--- config.mk ---
export PLATFORM = sky130hd
export DESIGN_NAME = engine_ctrl_fsm
export DESIGN_NICKNAME = d
export VERILOG_FILES = /design/src/rtl/engine_ctrl_pkg.sv /design/src/rtl/engine_ctrl_watchdog.sv /design/src/rtl/engine_ctrl_fsm.sv
export SDC_FILE = /design/constraint.sdc
export NUM_CORES = 1
export LEC_CHECK = 0
export ABC_AREA = 0
export CAP_MARGIN = 10
export CORE_ASPECT_RATIO = 0.8
export CORE_UTILIZATION = 40
export CTS_CLUSTER_DIAMETER = 80
export DETAILED_ROUTE_END_ITERATION = 8
export HOLD_SLACK_MARGIN = 0.08
export PLACE_DENSITY = 0.67
export SYNTH_ARGS = -nofsm -noshare
export SYNTH_HDL_FRONTEND = slang
export SYNTH_SLANG_ARGS = --single-unit
--- constraint.sdc ---
create_clock -name clk_i -period 3.6 [get_ports clk_i]
set_input_delay 0.54 -clock clk_i [delete_from_list [all_inputs] [get_ports clk_i]]
set_output_delay 0.54 -clock clk_i [all_outputs]
set_load 0.005 [all_outputs]
--- src/rtl/engine_ctrl_pkg.sv ---
// Shared types and default sizes for the engine control channel.
// Imported by the controller FSM, its watchdog and anything that builds job descriptors.
package engine_ctrl_pkg;

   localparam int unsigned DefaultNIn  = 2;
   localparam int unsigned DefaultNOut = 1;
   localparam int unsigned DefaultCntW = 16;
   localparam int unsigned DefaultToW  = 24;

   typedef enum logic [2:0] {
      StIdle,
      StStart,
      StRun,
      StDrain,
      StDone,
      StAbort
   } ctrl_state_e;

   typedef enum logic [1:0] {
      ERR_NONE     = 2'd0,
      ERR_ZERO_LEN = 2'd1,
      ERR_TIMEOUT  = 2'd2,
      ERR_SOFT_CLR = 2'd3
   } err_code_e;

   // Descriptor layout for the default port/width configuration.
   typedef struct packed {
      logic [DefaultNIn*DefaultCntW-1:0]  len_in;
      logic [DefaultNOut*DefaultCntW-1:0] len_out;
      logic [DefaultToW-1:0]              timeout;
   } job_desc_t;

endpackage

--- src/rtl/engine_ctrl_watchdog.sv ---
// Saturating job cycle counter; hit_o flags the last cycle before the limit expires.
// A zero limit disables the hit output.
module engine_ctrl_watchdog #(
   parameter int unsigned TO_W = 24
) (
   input  logic            clk_i,
   input  logic            rst_ni,
   input  logic            clr_i,
   input  logic            en_i,
   input  logic [TO_W-1:0] limit_i,
   output logic            hit_o
);

   logic [TO_W-1:0] cnt_q;

   always_ff @(posedge clk_i) begin
      if (!rst_ni) begin
         cnt_q <= '0;
      end else if (clr_i) begin
         cnt_q <= '0;
      end else if (en_i && (cnt_q != '1)) begin
         cnt_q <= cnt_q + TO_W'(1);
      end
   end

   assign hit_o = (limit_i != '0) && (cnt_q == (limit_i - TO_W'(1)));

endmodule

--- src/rtl/engine_ctrl_fsm.sv ---
// Job controller for the engine wrapper: latches a descriptor, strobes start, then
// tracks done/ready/idle flags and reports completion or abort as one-cycle events.
module engine_ctrl_fsm
   import engine_ctrl_pkg::*;
#(
   parameter int unsigned N_IN  = DefaultNIn,
   parameter int unsigned N_OUT = DefaultNOut,
   parameter int unsigned CNT_W = DefaultCntW,
   parameter int unsigned TO_W  = DefaultToW
) (
   input  logic                   clk_i,
   input  logic                   rst_ni,
   input  logic                   job_valid_i,
   output logic                   job_ready_o,
   input  logic [N_IN*CNT_W-1:0]  job_len_in_i,
   input  logic [N_OUT*CNT_W-1:0] job_len_out_i,
   input  logic [TO_W-1:0]        job_timeout_i,
   input  logic                   soft_clear_i,
   output logic                   start_o,
   output logic [N_IN*CNT_W-1:0]  max_in_o,
   output logic [N_OUT*CNT_W-1:0] max_out_o,
   output logic                   clear_o,
   input  logic                   done_i,
   input  logic                   ready_i,
   input  logic                   idle_i,
   output logic                   busy_o,
   output logic                   evt_done_o,
   output logic                   evt_err_o,
   output logic [1:0]             err_code_o
);

   ctrl_state_e            state_q;
   err_code_e              err_code_q;
   logic [N_IN*CNT_W-1:0]  max_in_q;
   logic [N_OUT*CNT_W-1:0] max_out_q;
   logic [TO_W-1:0]        timeout_q;
   logic                   guard_q;
   logic                   job_ready_q, start_q, clear_q, busy_q, evt_done_q, evt_err_q;

   logic zero_len, accept, wd_en, wd_hit, done_seen, ready_seen;

   always_comb begin
      zero_len = 1'b0;
      for (int k = 0; k < int'(N_IN); k++) begin
         if (job_len_in_i[k*CNT_W +: CNT_W] == '0) zero_len = 1'b1;
      end
      for (int k = 0; k < int'(N_OUT); k++) begin
         if (job_len_out_i[k*CNT_W +: CNT_W] == '0) zero_len = 1'b1;
      end
   end

   assign accept = (state_q == StIdle) && job_valid_i && !zero_len;
   assign wd_en  = (state_q == StStart) || (state_q == StRun) || (state_q == StDrain);

   // Engine flags are stale in START and the first RUN cycle; idle low in RUN means the
   // engine finished on its own.
   assign done_seen  = ((state_q == StRun) && !guard_q && (done_i || !idle_i)) ||
                       ((state_q == StDrain) && done_i);
   assign ready_seen = (state_q == StRun) && !guard_q && ready_i;

   engine_ctrl_watchdog #(
      .TO_W (TO_W)
   ) u_watchdog (
      .clk_i   (clk_i),
      .rst_ni  (rst_ni),
      .clr_i   (accept),
      .en_i    (wd_en),
      .limit_i (timeout_q),
      .hit_o   (wd_hit)
   );

   always_ff @(posedge clk_i) begin
      if (!rst_ni) begin
         state_q     <= StIdle;
         err_code_q  <= ERR_NONE;
         max_in_q    <= '0;
         max_out_q   <= '0;
         timeout_q   <= '0;
         guard_q     <= 1'b0;
         job_ready_q <= 1'b1;
         start_q     <= 1'b0;
         clear_q     <= 1'b0;
         busy_q      <= 1'b0;
         evt_done_q  <= 1'b0;
         evt_err_q   <= 1'b0;
      end else begin
         start_q    <= 1'b0;
         clear_q    <= 1'b0;
         evt_done_q <= 1'b0;
         evt_err_q  <= 1'b0;
         guard_q    <= (state_q == StStart);
         unique case (state_q)
            StIdle: begin
               if (job_valid_i) begin
                  if (zero_len) begin
                     err_code_q <= ERR_ZERO_LEN;
                     evt_err_q  <= 1'b1;
                  end else begin
                     max_in_q    <= job_len_in_i;
                     max_out_q   <= job_len_out_i;
                     timeout_q   <= job_timeout_i;
                     err_code_q  <= ERR_NONE;
                     state_q     <= StStart;
                     start_q     <= 1'b1;
                     busy_q      <= 1'b1;
                     job_ready_q <= 1'b0;
                  end
               end
            end
            StStart, StRun, StDrain: begin
               if (done_seen) begin
                  state_q    <= StDone;
                  evt_done_q <= 1'b1;
               end else if (soft_clear_i) begin
                  state_q    <= StAbort;
                  err_code_q <= ERR_SOFT_CLR;
                  clear_q    <= 1'b1;
                  evt_err_q  <= 1'b1;
               end else if (wd_hit) begin
                  state_q    <= StAbort;
                  err_code_q <= ERR_TIMEOUT;
                  clear_q    <= 1'b1;
                  evt_err_q  <= 1'b1;
               end else if (ready_seen) begin
                  state_q <= StDrain;
               end else if (state_q == StStart) begin
                  state_q <= StRun;
               end
            end
            StDone, StAbort: begin
               state_q     <= StIdle;
               busy_q      <= 1'b0;
               job_ready_q <= 1'b1;
            end
            default: state_q <= StIdle;
         endcase
      end
   end

   assign job_ready_o = job_ready_q;
   assign start_o     = start_q;
   assign max_in_o    = max_in_q;
   assign max_out_o   = max_out_q;
   assign clear_o     = clear_q;
   assign busy_o      = busy_q;
   assign evt_done_o  = evt_done_q;
   assign evt_err_o   = evt_err_q;
   assign err_code_o  = err_code_q;

endmodule

Word-level counts from Yosys, hierarchy flattened
Index checks and enable logic that the tools add are counted.
{"block": "totals", "ff_bits": 108, "in_bits": 79, "word_cells": 91, "output_inout_bits": 56}
{"block": "op_classes", "reduce_logical": 31, "bitwise": 2, "add_sub_neg": 2, "n_mux": 31, "eq_ne": 12}
{"cell": "16-bit zero test", "n": 3}
{"cell": "24-bit by 1-bit adder with 24-bit output (second input constant)", "n": 1}
{"cell": "24-bit == test", "n": 1}
{"cell": "24-bit inequality test (second input constant)", "n": 1}
{"cell": "24-bit nonzero test", "n": 1}
{"cell": "24-bit by 1-bit subtractor with 24-bit output (second input constant)", "n": 1}
{"cell": "3-bit two-way mux", "n": 7}
{"cell": "1-bit two-way mux", "n": 15}
{"cell": "3-bit AND reduction", "n": 4}
{"cell": "1-bit logical AND", "n": 8}
{"cell": "2-bit two-way mux", "n": 4}
{"cell": "3-bit by 2-bit == test with 1-bit output (second input constant)", "n": 2}
{"cell": "3-bit == test (second input constant)", "n": 2}
{"cell": "2-bit inequality test (second input constant)", "n": 3}
{"cell": "6-bit by 5-bit inequality test with 1-bit output (second input constant)", "n": 1}
{"cell": "1-bit one-hot mux with 2 select lines", "n": 3}
{"cell": "3-bit one-hot mux with 2 select lines", "n": 1}
{"cell": "1-bit logical OR", "n": 4}
{"cell": "2-bit one-hot mux with 2 select lines", "n": 1}
{"cell": "4-bit AND reduction", "n": 1}
{"cell": "2-bit nonzero test", "n": 2}
{"cell": "2-bit OR reduction", "n": 2}
{"cell": "3-bit by 1-bit == test with 1-bit output (second input constant)", "n": 1}
{"cell": "1-bit zero test", "n": 3}
{"cell": "other kinds (5)", "n": 6}

Depth between registers and ports, before layout
{"block": "depth", "word_depth": 8, "depth_mapped": 11, "depth_no_buf": 10}

By module
From an unflattened synthesis, not the netlist that was laid out.
{"block": "unflattened", "hier_cells": 638, "hier_area_um2": 5445.2}
{"mod": "engine_ctrl_fsm", "cells_per_inst": 389, "seq_area_each_um2": 1681.6, "instances": 1, "area_each_um2": 3495.9}
{"mod": "engine_ctrl_watchdog", "cells_per_inst": 249, "seq_area_each_um2": 480.5, "instances": 1, "area_each_um2": 1949.4}

Worst setup path after synthesis
Ideal clock, no wire load.
{"block": "synth_timing", "path_kind": "register to register", "start": "register timeout_q[2]", "end": "register state_q[0]", "synth_period_minus_slack_ns": 2.648, "stages_incl_launch_ff": 12, "required_ns": 3.469, "setup_ns": 0.131, "n_path_buf": 3, "setup_slack_ns": 0.952, "t_arrival_ns": 2.517, "path_cell_list": "dfxtp_1 buf_6 or3_4 buf_6 or3_4 buf_6 o32ai_2 nor4_1 or3_1 o2111a_1 o211ai_2 o211ai_2"}
{"block": "synth_via", "elab_chain_cells": 7, "word_cells_on_any_way": 10, "classes_between": "add/sub: 1; eq/ne: 2; mux: 4; reduce/logical: 3"}
{"element": "from (decl)", "line_no": "engine_ctrl_fsm.sv:36", "source": "logic [TO_W-1:0] timeout_q;"}
{"element": "from (signal assigned)", "line_no": "engine_ctrl_fsm.sv:101", "source": "timeout_q <= job_timeout_i;"}
{"element": "24-bit by 1-bit subtractor with 24-bit output", "line_no": "engine_ctrl_watchdog.sv:26", "source": "assign hit_o = (limit_i != '0) && (cnt_q == (limit_i - TO_W'(1)));"}
{"element": "24-bit == test", "line_no": "engine_ctrl_watchdog.sv:26"}
{"element": "1-bit logical AND *", "line_no": "engine_ctrl_watchdog.sv:26"}
{"element": "3-bit two-way mux", "line_no": "engine_ctrl_fsm.sv:119", "source": "end else if (wd_hit) begin"}
{"element": "3-bit two-way mux", "line_no": "engine_ctrl_fsm.sv:114", "source": "end else if (soft_clear_i) begin"}
{"element": "3-bit two-way mux", "line_no": "engine_ctrl_fsm.sv:111", "source": "if (done_seen) begin"}
{"element": "3-bit one-hot mux with 2 select lines", "line_no": "engine_ctrl_fsm.sv:92", "source": "unique case (state_q)"}
{"element": "to (signal assigned)", "line_no": "engine_ctrl_fsm.sv:112", "source": "state_q <= StDone;"}
{"element": "to (signal assigned)", "line_no": "engine_ctrl_fsm.sv:115", "source": "state_q <= StAbort;"}
{"element": "to (signal assigned)", "line_no": "engine_ctrl_fsm.sv:120", "source": "state_q <= StAbort;"}
{"element": "to (decl)", "line_no": "engine_ctrl_fsm.sv:32", "source": "ctrl_state_e state_q;"}
Mark *: on every way between the ends. The rest lies on a longest branch, timed or not.
A chain may end at the register's enable or synchronous reset.

Final worst setup path
{"block": "layout_timing", "start": "register timeout_q[1]", "end": "register err_code_q[0] (netlist: err_code_o[0])"}
{"block": "layout_via", "elab_chain_cells": 5, "word_cells_on_any_way": 6, "classes_between": "add/sub: 1; eq/ne: 2; reduce/logical: 3"}
{"element": "24-bit by 1-bit subtractor with 24-bit output", "line_no": "engine_ctrl_watchdog.sv:26"}
{"element": "24-bit == test", "line_no": "engine_ctrl_watchdog.sv:26"}
{"element": "1-bit logical AND *", "line_no": "engine_ctrl_watchdog.sv:26"}
{"element": "3-bit by 2-bit inequality test with 1-bit output (no line) *"}
{"element": "4-bit AND reduction (no line) *"}
{"element": "to (signal assigned)", "line_no": "engine_ctrl_fsm.sv:75", "source": "err_code_q <= ERR_NONE;"}
{"element": "to (signal assigned)", "line_no": "engine_ctrl_fsm.sv:96", "source": "err_code_q <= ERR_ZERO_LEN;"}
{"element": "to (signal assigned)", "line_no": "engine_ctrl_fsm.sv:102", "source": "err_code_q <= ERR_NONE;"}
{"element": "to (decl)", "line_no": "engine_ctrl_fsm.sv:33", "source": "err_code_e err_code_q;"}
Marks and branches as above.

==> results.md <==
* Ys async rst share at 0
* Yosys cell types at 55
* Total power at 3.10 mW
* First DRT Iteration DRCs at 377
* Critical Path Sink Type: register
* Total track usage at 0.227
* Hold_buf cts at 0
* Via count at 5080
* Die area at 0.0137 mm²
* N_diodes at 0
* Area Growth Syn to Fin at 33.3%
* Peak VDD IR at 0.243 mV
* Gpl congestion at 0.898
* Ys flop type: dfxtp_1
* WP data required at 3850 ps
* Vias in the first global route at 4936
* Setup_tns at 0 ps
* Tmin final at 2910 ps
* Area leader, netlist: dfxtp_1
* ANT nets after route at 0
* Crit path to: err_code_o[0]
* CP bufs+invs at 1
* Worst path slowest cell: a2111oi_0
* Max-cap violations at 0
* Post-route cell area at 0.00708 mm²
* Total clock sinks at 108
* Synth Warn # at 0
* Die height at 105 µm
* Crit-path max cell delay at 450 ps
* DRT Wirelength at 14900 µm
* GR Overflow Total at 0
* Fmax at 0.344 GHz
* Final hold violation count at 0
* Row cnt at 37
* Mapped Area at 0.00531 mm²
* Hold Crit Start: err_code_o[1]
* Reg clk slew, reported paths at 70 ps
* Status: complete, no violations
* Final #Nets at 855
* Post-Syn Nets at 741
* First-pass GRT wire length at 24600 µm
* RSZ-0062 raised after global routing: false
* Commonest cells after routing, fill and taps aside: nand2_1, clkdlybuf4s50_1, dfxtp_1
* RR Startpoint: timeout_q[1]
* Most common cell after layout, fill and taps aside: nand2_1
* WL per Instance at 15.6 µm
* Slew Viols, Final at 0
* Largest net degree at the start of global routing at 78
* Vias per inst at 5.32
* Clk_lat worst skew at 350 ps
* Number of CTS-inserted buffers at 9
* CTS tree: built
* P per Cell Area at 437 mW/mm²
* CORE AREA at 0.0129 mm²
* Non-filler instance count after layout at 954
* Post-CTS Resized at 0
* Post-synth EDFFs at 0
* R2R setup slack at 690 ps
* FF+latch count, synth at 108
* Antenna violations before repair at 0
* R2R depth at 10
* CP Cell Sequence: inv_1 -> ha_1 -> nor4b_1 -> nand4_2 -> a2111oi_0 -> o22ai_1 -> nor4_2 -> o2111a_1 -> a21oi_1 -> o21a_1
* Worst hold path type: register to register
* Crit path kind: register to register
* Ranking of synthesized cells by area: dfxtp_1, nand2_1, a21boi_0, xnor2_1, nor2_1
* Port Buffers at 134
* Share of the synthesized area in the top cell type at 0.407
* Syn avg cell area at 8.05 µm²
* R2r endpoint: err_code_o[0]
* Hpwl dp at 11000 µm
* CTS root buf: clkbuf_16
* Die Width at 131 µm
* CP top delay family: compound AO/OA/AOI/OAI gates
* Filler cell count at 1166
* Cell count along the critical path at 10
* Share of layout cells above drive strength 1 at 0.0462
* Initial Util at 0.411
* Period utilization at 0.808
* Worst slew pin tran at 1040 ps
* Area after DPL at 0.00677 mm²
* H-tree levels at 3
* Number of cells after detailed placement at 938
* Clk buf depth at 2
* Pre-antenna DRT Iters at 5
* Post-CTS Setup Bufs at 0
* Sequential fraction of the synthesis area at 0.407
* LEAKAGE at 2.50 nW
* Setup Skew at 7.29 ps
* Crit Path Max Fanout at 5
* Ports at 135
* Worst Setup Start Kind: register
* Post-route DRC at 0
* CP Launch Point: timeout_q[1]
* Final setup fails at 0
* CP Data Arrival Time at 3160 ps
* Slew HR at 0.302
* Synth Instances at 660
-- metal layers --
metal  vias up  routed length (µm)  global-route usage
met2       141                6720               0.355
met1      2400                6960               0.307
met4         0                 151              0.0591
li1       2523                   -                   -
met3        16                1060              0.0579
met5         -                   0                   0
-- flip-flops by register name, indices dropped and copies added, names as in the netlist, 2 cells and up --
signal	cells
timeout_q	24
u_watchdog.cnt_q	24
state_q	3
max_out_o	16
max_in_o	32
err_code_o	2
-- cell families (layout without fill, tap and decap cells) --
kind of cell | after synthesis | count (layout) | share of synthesized area
AND/OR/NAND/NOR | 326 | 326 | 0.294
AO/OA/AOI/OAI | 130 | 130 | 0.180
flip-flops | 108 | 108 | 0.407
buffers and inverters | 50 | 169 | 0.0412
XOR/XNOR | 42 | 42 | 0.0693
adder cells (fa/ha/maj) | 2 | 2 | 0.00471
multiplexers | 2 | 2 | 0.00377
-- area by class of cell --
type / instances / area (µm²) / area share
multi-input cells: 502 / 2940 / 0.415
flip-flops and latches: 108 / 2160 / 0.305
well taps: 175 / 219 / 0.0309
clock inverters: 6 / 72.6 / 0.0103
repair buffers: 142 / 1410 / 0.199
inverters: 11 / 41.3 / 0.00583
clock buffers: 10 / 239 / 0.0338
-- synthesized netlist by cell type (all sizes together) (3+ instances only) --
master	number
nand2	156
dfxtp	108
a21boi	73
nor2	45
clkbuf	29
nor4	23
xnor2	23
nand3	21
xor2	19
nand4	15
nor3	15
o21ai	12
a21oi	11
inv	11
buf	10
or3	10
and4	6
nor4b	6
a31oi	5
and2	5
nand2b	5
nor2b	5
o21a	5
a211oi	4
o211ai	4
and3	3
-- worst register-to-register path: cells and delay by family (launching register included) --
family,cells,cell delay [ps]
AO/OA/AOI/OAI,5,1190
buffers and inverters,1,60
adder cells (fa/ha/maj),1,230
AND/OR/NAND/NOR,3,1020
flip-flops,1,320
-- report_power, final --
part	internal (mW)	total [mW]	switching (mW)	leakage, nW
clock network	0.565	1.03	0.467	0.143
logic	0.353	0.712	0.359	1.47
registers	1.28	1.35	0.0751	0.882
-- how the worst min path moves through the flow --
stage	depth (start not counted)	slack, ps	endpoint
detailed placement	2	450	err_code_o[1]
finish	2	460	err_code_o[1]
CTS	2	460	err_code_o[1]
floorplan	2	450	err_code_o[1]
global placement	2	450	err_code_o[1]
global route	2	480	err_code_o[1]
-- metrics by stage --
stage | util | setup WS [ps] | hold slack (ps)
2_1_floorplan | - | 952 | 450
3_3_place_gp | 0.524 | 492 | 447
3_5_place_dp | 0.524 | 392 | 448
4_1_cts | 0.548 | 702 | 458
5_1_grt | 0.548 | 427 | 479
6_report | 0.548 | 690 | 462
Note: power is estimated with default switching activity, not from simulation.
